===== src/rtl/kbd_event_ctrl.sv =====
// kbd_event_ctrl: turns PS/2 set-2 scan codes into press/release events for an 8-key map,
// tracks held keys and queues events in a 4-deep first-word-fall-through FIFO.
module kbd_event_ctrl (
    input  logic       clk,
    input  logic       reset,
    input  logic       rx_done_tick,
    input  logic [7:0] keycodeout,
    input  logic       ev_ready,
    input  logic       ovf_clr,
    output logic       ev_valid,
    output logic       ev_press,
    output logic [2:0] ev_key,
    output logic [7:0] key_state,
    output logic [2:0] ev_count,
    output logic       overflow
);
    typedef enum logic [1:0] {IDLE, EXT, BRK, EXT_BRK} state_t;

    state_t     state_q, state_d;
    logic [7:0] key_state_q, key_state_d;
    logic [3:0] mem_q [4];
    logic [1:0] wr_ptr_q, rd_ptr_q;
    logic [2:0] count_q;
    logic       ovf_q;

    logic       is_e0, is_f0, complete, make, ext, hit, push, pop, full, wr_en, drop;
    logic [2:0] idx;

    assign is_e0    = keycodeout == 8'hE0;
    assign is_f0    = keycodeout == 8'hF0;
    assign complete = rx_done_tick && !is_e0 && !is_f0;
    assign make     = state_q == IDLE || state_q == EXT;
    assign ext      = state_q == EXT || state_q == EXT_BRK;

    always_comb begin
        hit = 1'b1;
        idx = 3'd0;
        case (keycodeout)
            8'h15:   idx = 3'd0;
            8'h1D:   idx = 3'd1;
            8'h24:   idx = 3'd2;
            8'h5A:   idx = 3'd3;
            8'h75:   idx = 3'd4;
            8'h72:   idx = 3'd5;
            8'h6B:   idx = 3'd6;
            8'h74:   idx = 3'd7;
            default: hit = 1'b0;
        endcase
        if (ext && !idx[2]) hit = 1'b0;
    end

    always_comb begin
        state_d = !rx_done_tick ? state_q
                : is_e0 ? (state_q == IDLE ? EXT : state_q)
                : is_f0 ? (state_q == IDLE ? BRK : state_q == EXT ? EXT_BRK : state_q)
                : IDLE;
    end

    // Only a make on a released key or a break on a held key toggles state and emits an event
    assign push        = complete && hit && (make ? !key_state_q[idx] : key_state_q[idx]);
    assign key_state_d = push ? key_state_q ^ (8'd1 << idx) : key_state_q;
    assign pop         = ev_valid && ev_ready;
    assign full        = count_q == 3'd4;
    assign wr_en       = push && (!full || pop);
    assign drop        = push && full && !pop;

    always_ff @(posedge clk) begin
        if (reset) begin
            state_q     <= IDLE;
            key_state_q <= 8'h00;
            wr_ptr_q    <= 2'd0;
            rd_ptr_q    <= 2'd0;
            count_q     <= 3'd0;
            ovf_q       <= 1'b0;
        end else begin
            state_q     <= state_d;
            key_state_q <= key_state_d;
            if (wr_en) begin
                mem_q[wr_ptr_q] <= {make, idx};
                wr_ptr_q        <= wr_ptr_q + 2'd1;
            end
            if (pop) rd_ptr_q <= rd_ptr_q + 2'd1;
            count_q <= count_q + {2'd0, wr_en} - {2'd0, pop};
            ovf_q   <= drop || (ovf_q && !ovf_clr);
        end
    end

    assign ev_valid  = count_q != 3'd0;
    assign ev_press  = mem_q[rd_ptr_q][3];
    assign ev_key    = mem_q[rd_ptr_q][2:0];
    assign key_state = key_state_q;
    assign ev_count  = count_q;
    assign overflow  = ovf_q;
endmodule

===== config.mk =====
export PLATFORM = sky130hd
export DESIGN_NAME = kbd_event_ctrl
export DESIGN_NICKNAME = d
export VERILOG_FILES = /design/src/rtl/kbd_event_ctrl.sv
export SDC_FILE = /design/constraint.sdc
export NUM_CORES = 1
export LEC_CHECK = 0
export BUFFER_PORTS_ARGS = -buffer_cell sky130_fd_sc_hd__buf_2
export CAP_MARGIN = 40
export CORE_UTILIZATION = 30
export CTS_CLUSTER_DIAMETER = 30
export DETAILED_ROUTE_END_ITERATION = 10
export SLEW_MARGIN = 20
export SYNTH_ARGS = -nofsm -noshare
export SYNTH_HDL_FRONTEND = slang
export SYNTH_SLANG_ARGS = --single-unit

===== constraint.sdc =====
create_clock -name clk -period 6.2 [get_ports clk]
set_clock_uncertainty 0.05 [all_clocks]
set_input_delay 0 -clock clk [delete_from_list [all_inputs] [get_ports clk]]
set_output_delay 0 -clock clk [all_outputs]
set_load 0.1 [all_outputs]

==> impl_results.md <==
- Status: finished, final reports clean
- Final antenna-violating net count: 0
- Number of diodes: 0
- Syn. warnings: 0
- Skew-Pair Late Insertion Delay: 290 ps
- Crit end category: flop
- Die area: about 7400 um^2
- Placer Congestion: between 0.8 and 0.9
- Synth top area cells: edfxtp_1, dfxtp_1, mux4_2, nor2_1, ha_1
- Detail Placement HPWL: between 3000 and 4000 um
- Setup TNS: 0 ps
- Leakage: 0.918 nW
- Hold Violations, Final: 0
- CTS root buffer: clkbuf_8
- # rows: 30
- Post-place setup slack: approximately 2600 ps
- Hold Path Depth: 3
- Final instance area: between 2000 and 2500 um^2
- Layout cells sized above 1: between 30% and 40%
- FF-to-FF Start: key_state[0]
- Synthesized Nets: between 200 and 250
- Hold Path Origin: keycodeout[4]
- Hold Crit Class: primary input to flop
- Overflow after GRT: 0
- Crit path cell chain: buf_2 -> nand4bb_1 -> nor4b_1 -> nor3_2 -> a31o_4 -> a211oi_1 -> o31ai_2 -> a21oi_4 -> xnor2_1 -> ha_1 -> inv_1 -> fa_1 -> xor2_1 -> xnor2_1 -> nor2_1
- Post-synth top flop: dfxtp_1
- DR iter-0 viols: 73
- Non-filler cells, final: 327
- Post-synth ARST share: 0%
- Met2 usage: between 20% and 30%
- RR Endpoint: ev_count[2]
- Final worst slack: just under 3000 ps
- Seq/Total Area, Yosys: 41.6%
- Met1 Use GR: roughly 17%
- Port bufs: 29
- Reg clk slew, reported paths: around 70 ps
- Seq cells post-synth: 36
- RSZ-0062 raised after global routing: false
- Crit-path max FO: 8
- # setup viols final: 0
- # fillers: 693
- Switching Fraction: approximately two fifths
- Post-CTS setup buffer count: 0
- Max-Cap Viols: 0
- Worst reg2reg path depth: 12
- Synthesized area per cell: around 11 um^2
- Post-synth EDFFs: 16
- DIE WIDTH: between 80 and 90 um
- Syn Inst Count: 197
- Area grow syn2layout: 17.8%
- Startpoint Class: primary input
- 1st-pass router iterations: 4
- Most Crowded Layer GR: met2
- Max-slew violations: 0
- Synth unique cells: 63
- Number of global-route vias before repair: approximately 1,500
- Met3 Usage GRT: 3.27%
- Inserted Clock Buffers: 5
- Area leader, netlist: edfxtp_1
- First-pass GRT wire length: 7560 um
- Pin count of the biggest net entering global routing: 32
- Hold Buf Count CTS: 2
- Placed cell areas: between 2000 and 2500 um^2
- Post-Syn Area: ~2100 um^2
- Drt total wl: 4670 um
- Combinational share of power: 37.4%
- Top cell type's share of synthesized area: between 20% and 30%
- CP max stage cell: nor4b_1
- Period utilisation layout: between 50% and 60%
- Flop2flop setup slack: about 3200 ps
- Clk pwr share: ~26%
- Cell repeated most along the worst path: xnor2_1
- Clk buf depth: 2
- Core box area: between 6000 and 7000 um^2
- P_sw: 327 uW
- Most frequent cells after synthesis: dfxtp_1, nor2_1, edfxtp_1
- H-tree Lvls: 2
- Fmax: 304 MHz
- Hold WS: 44.1 ps
- Critical path class: primary input to flop
- GRT Util Overall: between 10% and 20%
- Hold EP: state_q[1]
- Worst path required time: 6310 ps
- Crit-path max cell delay: 610 ps
- Slew Limit Headroom: about 45%
- Fin nets: about 250
- Initial Utilization: between 30% and 40%
- Post-CTS Resized: 0
- Maximum VDD drop: about 0.00012 V
- Initial antenna violation count: 0
- # DRC: 0
- Pwr per Cell Area: 313 nW/um^2
- Worst EP arrival: around 3400 ps
- DR vias/cell: about 5
- Vias: 1,616
- CTS sink cnt: 36
- Min Clock Period, post-route: ~3300 ps
- Worst-Margin Slew: 821 ps
- Post-layout util: about 37%
- Power Internal: between 400 and 500 uW
- Pwr Total: 782 uW
- CTS tree: built
- Placed Cells: between 300 and 400
- Share of power burned in registers: a little under two fifths
- # IOs: 30
- WL/cell: 14.3 um
- Die height: about 86 um
## worst max path at each step
stage / start / end / slack (ps) / cells past startpoint
6_report: keycodeout[2] / ev_count[2] / 2910 / 15
5_1_grt: keycodeout[2] / ev_count[2] / 2740 / 15
4_1_cts: keycodeout[0] / ev_count[2] / 2950 / 14
3_5_place_dp: keycodeout[0] / ev_count[2] / 2640 / 14
3_3_place_gp: keycodeout[0] / ev_count[2] / 2690 / 14
2_1_floorplan: key_state[0] / ev_count[2] / 2690 / 12
## layout by cell type, fill, tap and decap left out, types with 3 or more instances in the layout
cell,synthesis,final
a21oi_1,8,8
nor2_1,20,20
inv_1,7,7
nand3b_1,6,6
nand2_1,5,5
edfxtp_1,16,16
nor3_2,3,3
or3_1,4,4
nand2b_1,6,6
xnor2_1,3,3
xor2_1,3,3
nor3_1,7,7
mux4_2,4,4
mux2_1,3,3
and3b_2,3,3
nor4b_1,3,3
clkbuf_8,0,5
mux2i_1,3,3
buf_2,1,29
or2_2,4,4
nand3_1,4,4
dfxtp_1,20,20
ha_1,5,5
nor2b_1,6,6
## worst max-delay path, delay by kind of cell
kind	cells	cell delay [ps]
xor gates and xnor gates	3	460
AOI/OAI and AO/OA	4	1150
adders and majority gates	2	520
buffers and inverters	2	170
and+or+nand+nor	4	1080
## kinds of logic (layout without fill, tap and decap cells)
group | Yosys count | count (layout) | share of synthesized area (%)
mux | 13 | 13 | 9.03
buf+inv | 13 | 47 | 2.36
compound gates | 36 | 36 | 14.7
simple gates | 87 | 87 | 26.0
flops | 36 | 36 | 41.6
xor+xnor | 6 | 6 | 2.48
fa+ha+maj | 6 | 6 | 3.90
## registers in the layout, summed over array words and instances, names as in the netlist, named ones only
| signal | flops |
|---|---|
| mem_q | 16 |
| key_state | 8 |
| ev_count | 3 |
| rd_ptr_q | 2 |
| state_q | 2 |
| wr_ptr_q | 2 |
| overflow | 1 |
## cell type report
class / instances / area, um^2 / share of cell area (%)
multi-input cells: 148 / 1190 / 47.6
flip-flops and latches: 36 / 881 / 35.3
repair buffers: 31 / 165 / 6.62
well taps: 96 / 120 / 4.81
clock buffers: 5 / 68.8 / 2.76
clock inverters: 3 / 42.5 / 1.70
inverters: 8 / 30.0 / 1.20
## per-layer routing
layer,vias up,part of all wire [%]
li1,811,-
met1,764,47
met2,32,47
met3,9,4.2
met4,0,1.6
met5,-,0
## power by group through the flow
stage	Clock, mW	Combinational [mW]	Sequential, mW
floorplan	0	0.190	0.350
global placement	0	0.291	0.293
CTS	0.208	0.294	0.288
detailed placement	0	0.293	0.293
finish	0.203	0.292	0.287
global route	0.219	0.309	0.291
(Power assumes the default switching activity.)
